==> src/rtl/fft4_q15_pkg.sv <==
// Shared definitions for the 4-point Q1.15 DFT kernel.
package fft4_q15_pkg;

    // Default width of one real or imaginary component.
    localparam int DATA_WIDTH = 16;

    // One complex sample. Both parts are signed Q1.(DATA_WIDTH-1).
    typedef struct packed {
        logic signed [DATA_WIDTH-1:0] re;
        logic signed [DATA_WIDTH-1:0] im;
    } cplx_t;

endpackage

==> src/rtl/fft4_bfly.sv <==
// Combinational radix-2 halving butterfly on one real component.
// sum = (p+q)>>>1, diff = (p-q)>>>1. The intermediates are one bit
// wider than the inputs, so the halved result always fits back in W bits.
module fft4_bfly
    import fft4_q15_pkg::*;
#(
    parameter int W = DATA_WIDTH
) (
    input  logic signed [W-1:0] p,
    input  logic signed [W-1:0] q,
    output logic signed [W-1:0] sum,
    output logic signed [W-1:0] diff
);

    logic signed [W:0] sum_w;
    logic signed [W:0] diff_w;

    assign sum_w  = {p[W-1], p} + {q[W-1], q};
    assign diff_w = {p[W-1], p} - {q[W-1], q};

    // Arithmetic shift truncates toward minus infinity; no rounding term.
    assign sum  = W'(sum_w >>> 1);
    assign diff = W'(diff_w >>> 1);

endmodule

==> src/rtl/fft4_q15.sv <==
// Fully pipelined 4-point complex DFT, radix-2 DIT, two halving stages.
// One vector in and four bins out per clock; latency is two clocks.
// The stage registers are cplx_t, so WIDTH must stay equal to DATA_WIDTH.
module fft4_q15
    import fft4_q15_pkg::*;
#(
    parameter int WIDTH = DATA_WIDTH
) (
    input  logic             clk,
    input  logic             rst,
    input  logic [WIDTH-1:0] x0_real,
    input  logic [WIDTH-1:0] x0_imag,
    input  logic [WIDTH-1:0] x1_real,
    input  logic [WIDTH-1:0] x1_imag,
    input  logic [WIDTH-1:0] x2_real,
    input  logic [WIDTH-1:0] x2_imag,
    input  logic [WIDTH-1:0] x3_real,
    input  logic [WIDTH-1:0] x3_imag,
    output logic [WIDTH-1:0] X0_real,
    output logic [WIDTH-1:0] X0_imag,
    output logic [WIDTH-1:0] X1_real,
    output logic [WIDTH-1:0] X1_imag,
    output logic [WIDTH-1:0] X2_real,
    output logic [WIDTH-1:0] X2_imag,
    output logic [WIDTH-1:0] X3_real,
    output logic [WIDTH-1:0] X3_imag
);

    // ---------------- Stage 1: pairs (x0,x2) and (x1,x3) ----------------
    logic [WIDTH-1:0] a_re_d, a_im_d, b_re_d, b_im_d;
    logic [WIDTH-1:0] c_re_d, c_im_d, d_re_d, d_im_d;
    cplx_t            a_q, b_q, c_q, d_q;

    fft4_bfly #(.W(WIDTH)) u_s1_ab_re (.p(x0_real), .q(x2_real), .sum(a_re_d), .diff(b_re_d));
    fft4_bfly #(.W(WIDTH)) u_s1_ab_im (.p(x0_imag), .q(x2_imag), .sum(a_im_d), .diff(b_im_d));
    fft4_bfly #(.W(WIDTH)) u_s1_cd_re (.p(x1_real), .q(x3_real), .sum(c_re_d), .diff(d_re_d));
    fft4_bfly #(.W(WIDTH)) u_s1_cd_im (.p(x1_imag), .q(x3_imag), .sum(c_im_d), .diff(d_im_d));

    // Stage 1 register: capture A, B, C, D; reset discards in-flight data.
    always_ff @(posedge clk) begin
        // NOTE: reset is synchronous, so it lives inside the clocked branch and is only seen at an edge.
        if (rst) begin
            a_q <= '0;
            b_q <= '0;
            c_q <= '0;
            d_q <= '0;
        end else begin
            // NOTE: non-blocking assignments so every register samples pre-edge values, independent of statement order.
            a_q <= '{re: a_re_d, im: a_im_d};
            b_q <= '{re: b_re_d, im: b_im_d};
            c_q <= '{re: c_re_d, im: c_im_d};
            d_q <= '{re: d_re_d, im: d_im_d};
        end
    end

    // ---------------- Stage 2: combine with -j / +j twiddle ----------------
    // X1 = B - jD and X3 = B + jD. Multiplying D by -j swaps its parts and
    // negates one, so pairing B_re with D_im and B_im with D_re yields both
    // bins from the sum/diff outputs of two butterflies.
    logic [WIDTH-1:0] y0_re_d, y0_im_d, y1_re_d, y1_im_d;
    logic [WIDTH-1:0] y2_re_d, y2_im_d, y3_re_d, y3_im_d;

    fft4_bfly #(.W(WIDTH)) u_s2_ac_re (.p(a_q.re), .q(c_q.re), .sum(y0_re_d), .diff(y2_re_d));
    fft4_bfly #(.W(WIDTH)) u_s2_ac_im (.p(a_q.im), .q(c_q.im), .sum(y0_im_d), .diff(y2_im_d));
    fft4_bfly #(.W(WIDTH)) u_s2_bd_re (.p(b_q.re), .q(d_q.im), .sum(y1_re_d), .diff(y3_re_d));
    fft4_bfly #(.W(WIDTH)) u_s2_bd_im (.p(b_q.im), .q(d_q.re), .sum(y3_im_d), .diff(y1_im_d));

    // Output register: publish all four bins together.
    always_ff @(posedge clk) begin
        if (rst) begin
            X0_real <= '0;
            X0_imag <= '0;
            X1_real <= '0;
            X1_imag <= '0;
            X2_real <= '0;
            X2_imag <= '0;
            X3_real <= '0;
            X3_imag <= '0;
        end else begin
            X0_real <= y0_re_d;
            X0_imag <= y0_im_d;
            X1_real <= y1_re_d;
            X1_imag <= y1_im_d;
            X2_real <= y2_re_d;
            X2_imag <= y2_im_d;
            X3_real <= y3_re_d;
            X3_imag <= y3_im_d;
        end
    end

endmodule

==> config.mk <==
export PLATFORM = sky130hd
export DESIGN_NAME = fft4_q15
export DESIGN_NICKNAME = d
export VERILOG_FILES = /design/src/rtl/fft4_q15_pkg.sv /design/src/rtl/fft4_bfly.sv /design/src/rtl/fft4_q15.sv
export SDC_FILE = /design/constraint.sdc
export NUM_CORES = 1
export LEC_CHECK = 0
export BUFFER_PORTS_ARGS = -buffer_cell sky130_fd_sc_hd__buf_2
export CORE_AREA = 2 2 180 182
export CTS_CLUSTER_DIAMETER = 200
export DETAILED_ROUTE_END_ITERATION = 10
export DIE_AREA = 0 0 182 184
export GPL_TIMING_DRIVEN = 1
export PLACE_DENSITY = 0.82
export SYNTH_ARGS = -nofsm -noshare
export SYNTH_HDL_FRONTEND = slang
export SYNTH_SLANG_ARGS = --single-unit
==> constraint.sdc <==
create_clock -name clk -period 6.6 [get_ports clk]
set_input_delay 0.99 -clock clk [delete_from_list [all_inputs] [get_ports clk]]
set_output_delay 0.99 -clock clk [all_outputs]
set_load 0.02 [all_outputs]
==> metrics.log, run 1 <==
INFO  metric synthMuxAreaShare = 0.01658
INFO  metric grt-ovfl-total = 0
INFO  metric worst_skew_pair_latency = 0.56 ns
INFO  metric finalWorstPathRequiredPeriod = 2.923 ns
INFO  metric clock-sinks = 256
INFO  metric syn-instance-count = 2,350
INFO  metric synth-warning-count = 0
INFO  metric postSynth.asyncResetShare = 0
INFO  metric ant_nets = 0
INFO  metric post-dp-hpwl = 40,320 um
INFO  metric htree_levels = 1
INFO  metric worstSetupEndpointType = flop
INFO  metric grt_antenna_before_repair = 0
INFO  metric wire_length_of_the_first_global_routing_pass = 83,040 um
INFO  metric finalHoldViolations = 0
INFO  metric clock.fmax = 342.1 MHz
INFO  metric area.sequential = 5125 um2
INFO  metric post_route_cells_drive_above_1_share = 0.1431
INFO  metric first_global_vias = 16,710
INFO  metric synthesis.nets = 2,736
INFO  metric pwr_density_cell = 299.2 nW/um2
INFO  metric grt_setup_unrepaired = no
INFO  metric multi_input_area = 12,270 um2
INFO  metric count_of_final_setup_violators = 0
INFO  metric vias_per_cell = 5.849
INFO  metric num-fill-cells = 2,671
INFO  metric yosys.cell_types.count = 90
INFO  metric timing.critical_path.arrival = 3.40 ns
INFO  metric gpl.final_weighted_congestion = 1.012
INFO  metric synth_xor_xnor_area_share = 0.06692
INFO  metric drt_pass1_iterations = 5
INFO  metric first_iter_violations = 1,559
INFO  metric path_class = primary input to flop
INFO  metric synth.cell_area = 18,720 um2
INFO  metric worst_slew_pin_slew = 0.9348 ns
INFO  metric cts_root_buffer = clkbuf_16
INFO  metric synth_top_family_by_area = compound AO/OA/AOI/OAI gates
INFO  metric syn-mean-instance-area = 7.964 um2
INFO  metric vias = 17,270
INFO  metric design.core.area = 31,390 um2
INFO  metric drv_slew = 0
INFO  metric ios = 258
INFO  metric rows = 65
INFO  metric layout_worst_path_cycle_share = 0.4428
INFO  metric hold_path_class = flop to flop
INFO  metric yosys_register_bits = 256
INFO  metric die_height = 184 um
INFO  metric post_drt_wl_per_cell = 17.46 um
INFO  metric cp_data_required_time = 7.08 ns
INFO  metric cts_tree = yes
INFO  metric initial_utilization = 0.5962
INFO  metric post_cts_gate_resize_count = 0
INFO  metric drc = 0
INFO  metric ys.flop_type = dfxtp_1
INFO  metric worstSetupStartpointType = primary input
INFO  metric detail_route.wirelength = 51,550 um
INFO  metric path_max_fanout = 3
INFO  metric report.power.total = 6.313 mW
INFO  metric numCtsBuffers = 28
INFO  metric floorplan.die.width = 182 um
INFO  metric path_clk_slew = 0.06 ns
INFO  metric nNetsFinal = 2,915
INFO  metric synth_simple_gate_area_share = 0.1894
INFO  metric timing.max_slew.rel_slack = 0.3768
INFO  metric die_area = 33,490 um2
INFO  metric timing.setup.tns = 0 ns
INFO  metric antenna-diode-count = 0
INFO  metric synth-compound-area-share = 0.2052
INFO  metric drv_cap = 0
INFO  metric area.growth.synth_to_final = 12.76%
INFO  metric buffers_inserted_during_post_cts_setup_optimization = 0
INFO  metric count_of_buffers_from_port_buffering = 257
INFO  metric cts-root-to-sink-buffers = 3
INFO  metric status = finished clean
INFO  metric yosysSeqAreaShare = 0.2738
INFO  metric synthAdderAreaFrac = 0.1776
INFO  metric post_synth_edffs = 0
INFO  metric groute.usage.overall = 0.3012
INFO  metric cts-hold-fix-buffers = 0
INFO  metric power.ir.vdd_worst = 0.3068 mV
INFO  metric grt_start_max_net_pins = 94
INFO  metric p_leak = 9.955 nW
INFO  metric fin_skew = 0.01298 ns
-- flip-flops by register name, summed over array words and instances (netlist names) --
name / flops
a_q: 32
b_q: 32
c_q: 32
d_q: 32
X0_imag: 16
X0_real: 16
X1_imag: 16
X1_real: 16
X2_imag: 16
X2_real: 16
X3_imag: 16
X3_real: 16
-- report_power, final --
group          internal, mW  total (mW)  switching, mW
clock                  1.02        1.68          0.660
sequential             1.86        2.01          0.152
combinational         0.995        2.62           1.63
total                  3.87        6.31           2.44
-- placed cells by master, fill, tap and decap left out, types with 26 or more instances in the layout --
master,instances
nor2_1,333
a21oi_1,173
a21o_1,26
xor2_1,37
o21ai_0,102
buf_2,256
nor3_1,69
nor2b_1,75
nand3_1,37
inv_1,227
clkbuf_16,28
o21bai_1,41
a31oi_1,29
ha_1,240
xnor2_1,106
nand2_1,85
dfxtp_1,256
-- stage by stage --
| stage | hold WS (ns) | area [um2] | std cells | worst slack (ns) | utilization |
|---|---|---|---|---|---|
| floorplan | 0.5876 | 18720 | 2350 | 3.650 | - |
| global placement | 0.6448 | 20090 | 2901 | 3.241 | 0.6399 |
| detailed placement | 0.6700 | 20090 | 2901 | 3.193 | 0.6399 |
| CTS | 0.6716 | 21100 | 2953 | 3.762 | 0.6722 |
| global route | 0.7010 | 21100 | 2953 | 3.577 | 0.6722 |
| finish | 0.6725 | 21100 | 2953 | 3.677 | 0.6722 |
-- worst max-delay path, cell delays in order --
cell      delay, ns
buf_2          0.12
and2_1         0.16
fa_1           0.44
nor2b_1        0.19
o21ai_1        0.21
a31oi_1        0.23
a221oi_2       0.37
o31ai_1        0.14
a2111o_1       0.43
a21oi_1        0.12
-- per-layer routing --
| metal | vias up | track usage | wire [um] |
|---|---|---|---|
| li1 | 8431 | - | - |
| met1 | 8061 | 0.3923 | 22430 |
| met2 | 656 | 0.5151 | 24150 |
| met3 | 125 | 0.03586 | 3130 |
| met4 | 0 | 0.1087 | 1838 |
| met5 | - | 0 | 0 |
-- layout make-up --
class,count,area share
Multi-Input combinational cell,1751,0.5815
Tap cell,402,0.02383
Sequential cell,256,0.2429
Clock inverter,16,0.01008
Timing Repair Buffer,261,0.06267
Inverter,231,0.04109
Clock buffer,36,0.03795
-- worst paths after layout --
kind | to | start | depth (start not counted) | slack [ns]
worst max register to register | X1_imag[15] | b_q[1] | 9 | 3.84
worst min register to register | X2_real[15] | c_q[31] | 3 | 0.67
worst min-delay path | X2_real[15] | c_q[31] | 3 | 0.67
worst max-delay path | a_q[15] | x2_imag[0] | 10 | 3.68
-- synth_stat cells, types with 19 or more instances --
| cell | count | share of area |
|---|---|---|
| o21ai_0 | 102 | 0.027 |
| nand2_1 | 85 | 0.017 |
| a21o_1 | 26 | 0.010 |
| buf_2 | 19 | 0.0051 |
| nor2b_1 | 75 | 0.025 |
| nor3_1 | 69 | 0.018 |
| a21oi_1 | 173 | 0.046 |
| xor2_1 | 37 | 0.017 |
| dfxtp_1 | 256 | 0.27 |
| xnor2_1 | 106 | 0.050 |
| a211oi_1 | 25 | 0.010 |
| or3_1 | 22 | 0.0074 |
| nand3_1 | 37 | 0.0099 |
| clkbuf_1 | 73 | 0.015 |
| o21bai_1 | 41 | 0.016 |
| inv_1 | 227 | 0.046 |
| ha_1 | 240 | 0.16 |
| nand2b_1 | 23 | 0.0077 |
| nor2_1 | 333 | 0.067 |
| nor4_1 | 19 | 0.0064 |
| a31oi_1 | 29 | 0.0097 |
-- cells by family (layout without fill, tap and decap cells) --
family | count (synthesis) | after routing
compound gates | 580 | 580
buf+inv | 343 | 544
mux | 29 | 29
simple gates | 743 | 743
xor+xnor | 143 | 143
fa+ha+maj | 256 | 256
flops | 256 | 256
(Power assumes the default switching activity.)
==> inputs of run 2 (changes only) <==
--- a/config.mk
+++ b/config.mk
@@ -6,12 +6,12 @@
 export NUM_CORES = 1
 export LEC_CHECK = 0
 export BUFFER_PORTS_ARGS = -buffer_cell sky130_fd_sc_hd__buf_2
-export CORE_AREA = 2 2 180 182
+export CORE_AREA = 2 2 190 192
 export CTS_CLUSTER_DIAMETER = 200
 export DETAILED_ROUTE_END_ITERATION = 10
-export DIE_AREA = 0 0 182 184
+export DIE_AREA = 0 0 192 194
 export GPL_TIMING_DRIVEN = 1
-export PLACE_DENSITY = 0.82
+export PLACE_DENSITY = 0.78
 export SYNTH_ARGS = -nofsm -noshare
 export SYNTH_HDL_FRONTEND = slang
 export SYNTH_SLANG_ARGS = --single-unit
==> constraint.sdc (replaced) <==
create_clock -name clk -period 2.35 [get_ports clk]
set_input_delay 0.3525 -clock clk [delete_from_list [all_inputs] [get_ports clk]]
set_output_delay 0.3525 -clock clk [all_outputs]
set_load 0.02 [all_outputs]
==> run 2 against run 1 <==
  * The run now ends with negative setup slack left
  * Via count increased by 5.7%
  * Critical path depth unchanged
  * Non-clock buffer count increased by 249
  * Count of clock-buffer cells in the layout fell by 3
  * Sequential power increased to 2.8 times the previous value
  * Sequential share of layout area shrank 2.6 points
  * Final cell count is 10% higher
  * Largest cell class unchanged
==> metrics.log, run 2 (synthesis gave the netlist of run 1 again) <==
INFO  metric status = finished with violations
INFO  metric violations = negative setup slack
INFO  metric floorplan.die.width = 192 um
INFO  metric sequentialPowerShare = 0.289
INFO  metric switchingPower = 7.368 mW
INFO  metric antenna-diode-count = 0
INFO  metric hold_path_class = primary input to flop
INFO  metric groute.usage.overall = 0.2885
INFO  metric clock-sinks = 256
INFO  metric grt-ovfl-total = 0
INFO  metric post_drt_wl_per_cell = 17.15 um
INFO  metric vias_per_cell = 5.598
INFO  metric worstSetupEndpointType = flop
INFO  metric final.setup.worst_slack = -0.04407 ns
INFO  metric initial_utilization = 0.5313
INFO  metric ant_nets = 0
INFO  metric rows = 69
INFO  metric p_sw_frac = 0.3770
INFO  metric worst_skew_pair_latency = 0.58 ns
INFO  metric vias = 18,260
INFO  metric grt_setup_unrepaired = yes
INFO  metric path_class = flop to flop
INFO  metric grt_start_max_net_pins = 106
INFO  metric worstSetupStartpointType = flop
INFO  metric num-fill-cells = 2,928
INFO  metric report.power.total = 19.54 mW
INFO  metric cp_data_required_time = 2.85 ns
INFO  metric numCtsBuffers = 29
INFO  metric ios = 258
INFO  metric path_clk_slew = 0.06 ns
INFO  metric place_ws = -0.2575 ns
INFO  metric cts_root_buffer = clkbuf_16
INFO  metric count_of_buffers_from_port_buffering = 257
INFO  metric first_global_vias = 17,790
INFO  metric cts_tree = yes
INFO  metric finalHoldViolations = 0
INFO  metric cts-root-to-sink-buffers = 3
INFO  metric die_area = 37,250 um2
INFO  metric internal_power = 12.18 mW
INFO  metric drt_pass1_iterations = 6
INFO  metric finalWorstPathRequiredPeriod = 2.394 ns
INFO  metric first_iter_violations = 1,414
INFO  metric post-dp-hpwl = 42,520 um
INFO  metric die_height = 194 um
INFO  metric timing.critical_path.arrival = 2.90 ns
INFO  metric cts-hold-fix-buffers = 0
INFO  metric grt_antenna_before_repair = 0
INFO  metric pwr_density_cell = 823.9 nW/um2
INFO  metric drc = 0
INFO  metric drv_slew = 0
INFO  metric count_of_final_setup_violators = 2
INFO  metric mostFrequentLayoutCell = nor2_1
INFO  metric layout_worst_path_cycle_share = 1.019
INFO  metric detail_route.wirelength = 55,950 um
INFO  metric power.ir.vdd_worst = 0.6886 mV
INFO  metric timing.max_slew.rel_slack = 0.5924
INFO  metric fin_skew = 0.02139 ns
INFO  metric power.share.clock = 0.260
INFO  metric wire_length_of_the_first_global_routing_pass = 88,150 um
INFO  metric nNetsFinal = 3,165
INFO  metric p_leak = 11.34 nW
INFO  metric htree_levels = 1
INFO  metric most-common-layout-cells = nor2_1 (329), buf_2 (256), buf_4 (250), dfxtp_1 (237), ha_1 (227)
INFO  metric stdcell_count = 3,262
INFO  metric combPwrFrac = 0.451
INFO  metric place_inst = 3,185
INFO  metric fin_util = 0.6735
INFO  metric design.core.area = 35,220 um2
INFO  metric area.growth.synth_to_final = 26.75%
INFO  metric drv_cap = 0
INFO  metric path_max_fanout = 4
INFO  metric worst_slew_pin_slew = 0.6058 ns
INFO  metric clock.fmax = 417.7 MHz
INFO  metric gpl.final_weighted_congestion = 1.002
INFO  metric post_route_cells_drive_above_1_share = 0.2588
[run 2: changes by cell type in the layout (fill, tap and decap cells not counted), sizes merged]
| cell | delta |
|---|---|
| bufinv | +4 |
| clkinvlp | -5 |
| buf | +249 |
| inv | -1 |
| clkinv | +6 |
| clkbuf | -3 |
[run 2: worst paths after layout]
check | from | end | slack [ns] | cells after the start
min | rst | b_q[15] | 0.07 | 2
min reg2reg | d_q[1] | X3_real[0] | 0.63 | 2
max reg2reg | c_q[2] | X0_imag[14] | -0.04 | 10
max | c_q[2] | X0_imag[14] | -0.04 | 10
[run 2: per-layer routing]
layer | up-vias | global-route usage | share of wire
met5 | - | 0 | 0
met3 | 125 | 0.03837 | 0.058
met2 | 658 | 0.4907 | 0.47
met4 | 0 | 0.1083 | 0.040
li1 | 8932 | - | -
met1 | 8546 | 0.3701 | 0.43
[run 2: area by class of cell]
cell class	instances	area, um2	area share
clock buffer	33	760.7	0.03207
sequential	256	5151	0.2172
timing repair buffer	510	3229	0.1361
clock inverter	20	310.3	0.01308
inverter	231	867.1	0.03655
multi-input combinational	1751	12830	0.5407
tap	461	576.8	0.02432
[run 2: per-stage QoR]
stage	hold WS, ns	TNS, ns	cell area, um2
2_1_floorplan	0.5755	0	18720
3_3_place_gp	0.6223	-2.537	21890
3_5_place_dp	0.6328	-4.450	21890
4_1_cts	0.04741	0	23230
5_1_grt	0.06198	-0.6795	23720
6_report	0.07134	-0.06331	23720
[run 2: worst max-delay path: stages, from the launching register on]
cell      delay, ns
dfxtp_2        0.34
inv_2          0.05
ha_4           0.27
and2b_2        0.24
o31ai_4        0.25
a211oi_2       0.13
buf_4          0.15
or3_4          0.36
a41o_1         0.21
a21oi_2        0.13
mux2i_1        0.20
[run 2: what timing repair did]
item                                    in CTS  in global routing
pin swaps                                   27                 41
setup buffers                               12                 13
resized for setup                           41                102
endpoints found under the setup margin      25                 57
[run 2: power by group through the flow]
stage	Clock [mW]	Combinational [mW]	Sequential [mW]
3_3_place_gp	0	7.98	5.70
3_5_place_dp	0	8.09	5.71
2_1_floorplan	0	4.56	6.35
6_report	5.08	8.81	5.65
4_1_cts	5.17	8.33	5.65
5_1_grt	5.33	9.61	5.73
